$ cat config.mk
export PLATFORM = sky130hd
export DESIGN_NAME = vi_stream_tx
export DESIGN_NICKNAME = d
export VERILOG_FILES = /design/src/rtl/vi_pkg.sv /design/src/rtl/vi_timing_cnt.sv /design/src/rtl/vi_stream_tx.sv
export SDC_FILE = /design/constraint.sdc
export NUM_CORES = 1
export LEC_CHECK = 0
export ABC_AREA = 1
export CAP_MARGIN = 20
export CORE_ASPECT_RATIO = 0.5
export CORE_MARGIN = 2
export CORE_UTILIZATION = 52
export DETAILED_ROUTE_END_ITERATION = 10
export GPL_TIMING_DRIVEN = 0
export PLACE_DENSITY = 0.81
export REMOVE_ABC_BUFFERS = 1
export SETUP_SLACK_MARGIN = 0.3
export SYNTH_ARGS = -nofsm -noshare
export SYNTH_HDL_FRONTEND = slang
export SYNTH_SLANG_ARGS = --single-unit
$ cat constraint.sdc
create_clock -name clk -period 2.16 [get_ports clk]
set_input_delay 0.54 -clock clk [delete_from_list [all_inputs] [get_ports clk]]
set_output_delay 0.54 -clock clk [all_outputs]
set_load 0.01 [all_outputs]
$ cat src/rtl/vi_pkg.sv
// Shared definitions for the video transmit path: FSM state encoding,
// RGB565 colour constants and raster timing-total helpers.
package vi_pkg;

  localparam int unsigned DATA_W = 16;

  typedef enum logic [1:0] {
    ST_IDLE  = 2'd0,
    ST_ALIGN = 2'd1,
    ST_RUN   = 2'd2
  } vi_state_t;

  localparam logic [DATA_W-1:0] RGB_WHITE   = 16'hFFFF;
  localparam logic [DATA_W-1:0] RGB_YELLOW  = 16'hFFE0;
  localparam logic [DATA_W-1:0] RGB_CYAN    = 16'h07FF;
  localparam logic [DATA_W-1:0] RGB_GREEN   = 16'h07E0;
  localparam logic [DATA_W-1:0] RGB_MAGENTA = 16'hF81F;
  localparam logic [DATA_W-1:0] RGB_RED     = 16'hF800;
  localparam logic [DATA_W-1:0] RGB_BLUE    = 16'h001F;
  localparam logic [DATA_W-1:0] RGB_BLACK   = 16'h0000;

  // Total clocks per line (or lines per frame) from display + porch/sync widths.
  function automatic int unsigned vi_total(input int unsigned disp,
                                           input int unsigned fp,
                                           input int unsigned sync,
                                           input int unsigned bp);
    return disp + fp + sync + bp;
  endfunction

  // Colour of vertical bar idx (0 = leftmost) in the standard 8-bar pattern.
  function automatic logic [DATA_W-1:0] vi_bar_colour(input logic [2:0] idx);
    logic [DATA_W-1:0] c;
    case (idx)
      3'd0:    c = RGB_WHITE;
      3'd1:    c = RGB_YELLOW;
      3'd2:    c = RGB_CYAN;
      3'd3:    c = RGB_GREEN;
      3'd4:    c = RGB_MAGENTA;
      3'd5:    c = RGB_RED;
      3'd6:    c = RGB_BLUE;
      default: c = RGB_BLACK;
    endcase
    return c;
  endfunction

endpackage

$ cat src/rtl/vi_timing_cnt.sv
// Raster timing generator: free-running h/v counters plus active-region and
// sync decode. Counters are held at (0,0) while clr is asserted.
module vi_timing_cnt
  import vi_pkg::*;
#(
  parameter int unsigned          CNT_WIDTH = 12,
  parameter logic [CNT_WIDTH-1:0] H_DISP    = 12'd1280,
  parameter logic [CNT_WIDTH-1:0] H_FP      = 12'd110,
  parameter logic [CNT_WIDTH-1:0] H_SYNC    = 12'd40,
  parameter logic [CNT_WIDTH-1:0] H_BP      = 12'd220,
  parameter logic [CNT_WIDTH-1:0] V_DISP    = 12'd720,
  parameter logic [CNT_WIDTH-1:0] V_FP      = 12'd5,
  parameter logic [CNT_WIDTH-1:0] V_SYNC    = 12'd5,
  parameter logic [CNT_WIDTH-1:0] V_BP      = 12'd20
) (
  input  logic                 clk,
  input  logic                 rst_n,
  input  logic                 clr,
  output logic [CNT_WIDTH-1:0] h_cnt,
  output logic [CNT_WIDTH-1:0] v_cnt,
  output logic                 active,
  output logic                 hs,
  output logic                 vs,
  output logic                 frame_end
);

  localparam logic [CNT_WIDTH-1:0] H_TOTAL =
    CNT_WIDTH'(vi_total(32'(H_DISP), 32'(H_FP), 32'(H_SYNC), 32'(H_BP)));
  localparam logic [CNT_WIDTH-1:0] V_TOTAL =
    CNT_WIDTH'(vi_total(32'(V_DISP), 32'(V_FP), 32'(V_SYNC), 32'(V_BP)));
  localparam logic [CNT_WIDTH-1:0] H_LAST   = H_TOTAL - CNT_WIDTH'(1);
  localparam logic [CNT_WIDTH-1:0] V_LAST   = V_TOTAL - CNT_WIDTH'(1);
  localparam logic [CNT_WIDTH-1:0] HS_START = H_DISP + H_FP;
  localparam logic [CNT_WIDTH-1:0] HS_END   = H_DISP + H_FP + H_SYNC;
  localparam logic [CNT_WIDTH-1:0] VS_START = V_DISP + V_FP;
  localparam logic [CNT_WIDTH-1:0] VS_END   = V_DISP + V_FP + V_SYNC;

  logic line_end;

  assign line_end  = (h_cnt == H_LAST);
  assign frame_end = line_end && (v_cnt == V_LAST);

  // Position decode; vs follows the same rule on lines so it spans whole lines.
  assign active = (h_cnt < H_DISP) && (v_cnt < V_DISP);
  assign hs     = (h_cnt >= HS_START) && (h_cnt < HS_END);
  assign vs     = (v_cnt >= VS_START) && (v_cnt < VS_END);

  // h wraps at end of line and steps v; v wraps at end of frame.
  always_ff @(posedge clk) begin
    if (!rst_n || clr) begin
      h_cnt <= '0;
      v_cnt <= '0;
    end else if (line_end) begin
      h_cnt <= '0;
      v_cnt <= frame_end ? '0 : v_cnt + CNT_WIDTH'(1);
    end else begin
      h_cnt <= h_cnt + CNT_WIDTH'(1);
    end
  end

endmodule

$ cat src/rtl/vi_stream_tx.sv
// Video stream transmitter: pulls RGB565 pixels from an upstream source over
// valid/ready, aligns to the source's start-of-frame marker and emits a
// raster-timed vs/hs/de/data stream one clock after the counter position.
// Optional build macro VI_TX_TEST_PATTERN_EN adds an 8-colour-bar generator
// selected by tp_en; without it tp_en is ignored.
module vi_stream_tx
  import vi_pkg::*;
#(
  parameter int unsigned          CNT_WIDTH = 12,
  parameter logic [CNT_WIDTH-1:0] H_DISP    = 12'd1280,
  parameter logic [CNT_WIDTH-1:0] H_FP      = 12'd110,
  parameter logic [CNT_WIDTH-1:0] H_SYNC    = 12'd40,
  parameter logic [CNT_WIDTH-1:0] H_BP      = 12'd220,
  parameter logic [CNT_WIDTH-1:0] V_DISP    = 12'd720,
  parameter logic [CNT_WIDTH-1:0] V_FP      = 12'd5,
  parameter logic [CNT_WIDTH-1:0] V_SYNC    = 12'd5,
  parameter logic [CNT_WIDTH-1:0] V_BP      = 12'd20
) (
  input  logic              clk,
  input  logic              rst_n,
  input  logic              en,
  input  logic              tp_en,
  input  logic              pix_valid,
  input  logic              pix_sof,
  input  logic [DATA_W-1:0] pix_data,
  output logic              pix_ready,
  output logic              vo_vs,
  output logic              vo_hs,
  output logic              vo_de,
  output logic [DATA_W-1:0] vo_data,
  output logic              frame_done,
  output logic              underflow
);

  localparam logic [CNT_WIDTH-1:0] H_LAST_PIX = H_DISP - CNT_WIDTH'(1);
  localparam logic [CNT_WIDTH-1:0] V_LAST_PIX = V_DISP - CNT_WIDTH'(1);

  vi_state_t            state;
  vi_state_t            state_nxt;
  logic [CNT_WIDTH-1:0] h_cnt;
  logic [CNT_WIDTH-1:0] v_cnt;
  logic                 t_active;
  logic                 t_hs;
  logic                 t_vs;
  logic                 frame_end;
  logic                 cnt_clr;
  logic                 tp_mode;
  logic [DATA_W-1:0]    tp_data;
  logic                 at_origin;
  logic                 last_pix;
  logic                 in_run;
  logic                 sof_mis;
  logic                 underrun;
  logic                 run_out;
  logic [DATA_W-1:0]    pix_sel;
  logic                 en_q;
  logic                 en_rise;

  logic                 vs_p1;
  logic                 hs_p1;
  logic                 vld_p1;
  logic [DATA_W-1:0]    data_p1;
  logic                 done_p1;
  logic                 uf_p1;

`ifdef VI_TX_TEST_PATTERN_EN
  localparam logic [CNT_WIDTH-1:0] BAR_W = H_DISP / CNT_WIDTH'(8);
  logic [2:0] bar_idx;
  assign tp_mode = tp_en;
  assign bar_idx = 3'(h_cnt / BAR_W);
  assign tp_data = vi_bar_colour(bar_idx);
`else
  logic unused_tp;
  assign tp_mode   = 1'b0;
  assign tp_data   = '0;
  assign unused_tp = tp_en;
`endif

  // Counters run only while staying in RUN; any exit (or non-RUN state)
  // parks them at (0,0) so the next RUN entry starts a fresh frame.
  assign cnt_clr = (state != ST_RUN) || (state_nxt != ST_RUN);

  vi_timing_cnt #(
    .CNT_WIDTH (CNT_WIDTH),
    .H_DISP    (H_DISP),
    .H_FP      (H_FP),
    .H_SYNC    (H_SYNC),
    .H_BP      (H_BP),
    .V_DISP    (V_DISP),
    .V_FP      (V_FP),
    .V_SYNC    (V_SYNC),
    .V_BP      (V_BP)
  ) u_timing (
    .clk       (clk),
    .rst_n     (rst_n),
    .clr       (cnt_clr),
    .h_cnt     (h_cnt),
    .v_cnt     (v_cnt),
    .active    (t_active),
    .hs        (t_hs),
    .vs        (t_vs),
    .frame_end (frame_end)
  );

  assign at_origin = (h_cnt == '0) && (v_cnt == '0);
  assign last_pix  = (h_cnt == H_LAST_PIX) && (v_cnt == V_LAST_PIX);
  assign in_run    = (state == ST_RUN) && !tp_mode;

  // A sof anywhere but (0,0) means the source restarted a frame: realign.
  // Without pix_valid it is just a missing pixel, so no realign then.
  assign sof_mis  = in_run && t_active && pix_valid && pix_sof && !at_origin;
  assign underrun = in_run && t_active && !pix_valid;
  assign en_rise  = en && !en_q;

  // State register.
  always_ff @(posedge clk) begin
    if (!rst_n) state <= ST_IDLE;
    else        state <= state_nxt;
  end

  // Next-state logic; en is honoured in RUN only at the frame wrap.
  always_comb begin
    state_nxt = state;
    case (state)
      ST_IDLE: begin
        if (en) state_nxt = tp_mode ? ST_RUN : ST_ALIGN;
      end
      ST_ALIGN: begin
        if (tp_mode || (pix_valid && pix_sof)) state_nxt = ST_RUN;
        else if (!en)                          state_nxt = ST_IDLE;
      end
      ST_RUN: begin
        if (sof_mis)                state_nxt = ST_ALIGN;
        else if (frame_end && !en)  state_nxt = ST_IDLE;
      end
      default: state_nxt = ST_IDLE;
    endcase
  end

  // Output decode: ready, whether this cycle drives the raster, pixel select.
  always_comb begin
    pix_ready = 1'b0;
    run_out   = 1'b0;
    pix_sel   = '0;
    case (state)
      ST_ALIGN: begin
        pix_ready = !pix_sof && !tp_mode;
      end
      ST_RUN: begin
        if (tp_mode) begin
          run_out = 1'b1;
          pix_sel = t_active ? tp_data : '0;
        end else begin
          pix_ready = t_active && !(pix_sof && !at_origin);
          run_out   = !sof_mis;
          pix_sel   = (t_active && pix_valid) ? pix_data : '0;
        end
      end
      default: ;
    endcase
  end

  // ---- stage p1: registered raster outputs, one clock after the counters ----
  always_ff @(posedge clk) begin
    if (!rst_n) begin
      vs_p1   <= 1'b0;
      hs_p1   <= 1'b0;
      vld_p1  <= 1'b0;
      data_p1 <= '0;
      done_p1 <= 1'b0;
    end else begin
      vs_p1   <= run_out && t_vs;
      hs_p1   <= run_out && t_hs;
      vld_p1  <= run_out && t_active;
      data_p1 <= run_out ? pix_sel : '0;
      done_p1 <= run_out && last_pix;
    end
  end

  // Sticky underflow; a new enable (en 0->1) clears it, a fresh underrun wins.
  always_ff @(posedge clk) begin
    if (!rst_n) begin
      en_q  <= 1'b0;
      uf_p1 <= 1'b0;
    end else begin
      en_q  <= en;
      uf_p1 <= (uf_p1 && !en_rise) || underrun;
    end
  end

  assign vo_vs      = vs_p1;
  assign vo_hs      = hs_p1;
  assign vo_de      = vld_p1;
  assign vo_data    = data_p1;
  assign frame_done = done_p1;
  assign underflow  = uf_p1;

endmodule
==> results.toml <==
[status]
outcome = "finished with violations"
failed_checks = "negative setup slack"

[sta]
finalSetupViolCount = 1
tightest_slew_ps = 373
worst_clock_skew_ps = 8.99
period_needed_ps = 2200
slew-limit-headroom = 0.751
rsz0062_at_grt = "yes"
fin_crit_sh = 1.02
slew_violations = 0
hold_violations = 0
setup_tns_ps = -37.2
fin_hold_ws_ps = 507
worst_slack_ps = -37.2
max_freq_ghz = 0.455

[clocking]
insertion_delay_ps = 310
path_clk_slew_ps = 100
cts-htree-levels = 2
numCtsBuffers = 5
cts_tree = "yes"
cts-root-buf = "clkbuf_8"
postCtsHoldBufs = 0
clock-sinks = 48
clock_tree.buffer_depth = 2

[route]
route.detailed.drc = 0
drt_iter0_markers = 137
via_per_inst = 5.20
totalWireLength_mm = 6.13
wl_per_cell_um = 14.4
firstDrtPassIters = 5
vias = 2211
ant_nets = 0

[placed_design]
dp_slack_ps = -399
portBuffers = 42
placed_cells = 401
gp_congestion = 0.864
place_area_um2 = 2920
place_hpwl_mm = 3.76

[floorplan]
die_area_um2 = 5330
die_x_um = 101
initial_utilization = 0.550
fp.dieH_um = 52.6
placementRows = 17
core_um2 = 4470
pin_count = 44

[logic_synthesis]
yosysSeqAreaShare = 0.391
ys_types = 32
synth_area_leaders = "dfxtp_1 39%, nor2_1 8.1%, inv_1 7.9%, nand2_1 6.0%, ha_1 5.6%"
postSynthAreaPerCell_um2 = 8.06
synth_top_area_cell = "dfxtp_1"
synth_top_area_share = 0.391
synthCells = 305
syn_area_um2 = 2460
ys_ff_latch = 48
yosysWarnings = 0

[finish]
fin_area_um2 = 3340
syn_to_final_growth_pct = 36.0
drive_gt1_frac = 0.261
diodes = 0
fin_nets = 400
fill_cells = 302
layout_commonest_cell = "inv_1"
layout_common_cells = "49 x inv_1, 44 x dfxtp_1, 40 x clkdlybuf4s50_1"
finalNonFillerCells = 425
regArea_um2 = 973
multi_input_area_um2 = 1420

[setup_path]
worstPathMaxFanout = 4
crit_type = "reg2out"
cp_slowest_cell = "dfxtp_1"
slowest_delay_ps = 330
path_cells = "nor2_1 -> nand3_1 -> nor2_2 -> nor2_4 -> o21ai_0 -> a21oi_1 -> buf_2"
start_kind = "flip-flop"
worstPathArrival_ps = 1660
crit_family = "simple AND/OR/NAND/NOR gates"
cp-end-kind = "output pin"
cp.required_ps = 1620
worst-path-buf-inv = 1

[power]
power_switching_w = 0.000388
peakVddDrop_v = 0.000386
power_frac_clock = 0.363
combinationalPowerShare = 0.080
p_int_w = 0.00121
p_leak_nw = 1.33
p_per_area_nw_per_um2 = 479
p_seq_frac = 0.557
switching_share = 0.242

[global_route]
grt-ovfl-total = 0
antenna_found_initial = 0
grt_use_total = 0.217
grt_pass1_wl_mm = 8.79
grt_max_degree = 17
grt_pass1_vias = 1975

[worst_hold_path]
hp-class = "reg2reg"

[job]
cap_violations = 0
## synthesized netlist by cell type
master      n
inv_2       2
nand4_4     1
o211a_1     1
buf_6       1
a22o_1      1
nand4_2     1
xor2_1     13
buf_12      1
a21oi_2     1
nand3_4     3
nand2_1    39
nand2_2     3
nor4b_1     1
a2111oi_0   1
xnor2_1     2
nand3_2     5
nand3_1    18
nand4_1     3
a41oi_1     1
o21ai_0     8
o21bai_4    1
inv_1      52
o22ai_1     2
dfxtp_1    48
nor3_1      4
nor2_2      9
ha_1       11
a21oi_1     5
nor2_1     53
clkbuf_1    1
nor2_8      1
nor2_4     12
## path summary, 6_finish.rpt
kind	start	end	slack, ps	cells after the start
setup reg to reg	u_timing.h_cnt[0]	u_timing.h_cnt[0]	40	14
hold / removal	underflow	underflow	510	2
setup / recovery	u_timing.v_cnt[10]	pix_ready	-40	7
hold reg to reg	underflow	underflow	510	2
## layout make-up
cell class / count / area share
clock inverters: 2 / 0.00449
repair buffers: 57 / 0.171
flip-flops and latches: 48 / 0.291
well taps: 57 / 0.0213
inverters: 54 / 0.0614
multi-input cells: 201 / 0.426
clock buffers: 6 / 0.0247
## layer usage
metal,track usage,part of all wire,vias to the layer above
li1,-,-,1072
met1,0.266,0.40,1039
met2,0.384,0.50,84
met3,0.0533,0.081,16
met4,0.0586,0.021,0
met5,0,0,-
## kinds of logic after synthesis
kind of cell | share of synthesized area
AND/OR/NAND/NOR | 0.346
buffers and inverters | 0.0967
AO/OA/AOI/OAI | 0.0575
adder cells (fa/ha/maj) | 0.0560
XOR/XNOR | 0.0534
flip-flops | 0.391
## metrics by stage
step | util | power (W)
detailed placement | 0.653 | 0.00101
finish | 0.748 | 0.00160
global route | 0.748 | 0.00165
global placement | 0.653 | 0.00100
floorplan | - | 0.000957
CTS | 0.703 | 0.00159
## worst register-to-register path, cell delays in order, from the launching register on
cell,delay (ps)
dfxtp_4,360
inv_1,80
ha_2,170
inv_1,30
nor2_1,70
nand2_1,70
nor2_2,150
buf_4,130
nand3_2,120
nand3_4,130
nand2_4,80
o21bai_4,200
nand4_4,180
clkbuf_16,220
nor2_4,70
## state kept, by name, indices dropped and copies added, names as in the netlist
register        cells
u_timing.h_cnt     12
en_q                1
vo_data            16
underflow           1
vo_hs               1
vo_vs               1
vo_de               1
state               2
u_timing.v_cnt     12
frame_done          1
## power by group through the flow
stage | combinational (W) | sequential (W) | clock, W
6_report | 0.000128 | 0.000891 | 0.000582
5_1_grt | 0.000137 | 0.000892 | 0.000624
4_1_cts | 0.000110 | 0.000893 | 0.000591
3_5_place_dp | 0.0000941 | 0.000914 | 0
3_3_place_gp | 0.0000903 | 0.000913 | 0
2_1_floorplan | 0.0000445 | 0.000913 | 0
## repair_timing
| item | in CTS | in global routing |
|---|---|---|
| gates cloned | 0 | 2 |
| buffers inserted | 6 | 8 |
| setup endpoints to repair | 43 | 42 |
| pin swaps | 9 | 18 |
| gates resized for setup | 25 | 32 |
(Power assumes the default switching activity.)
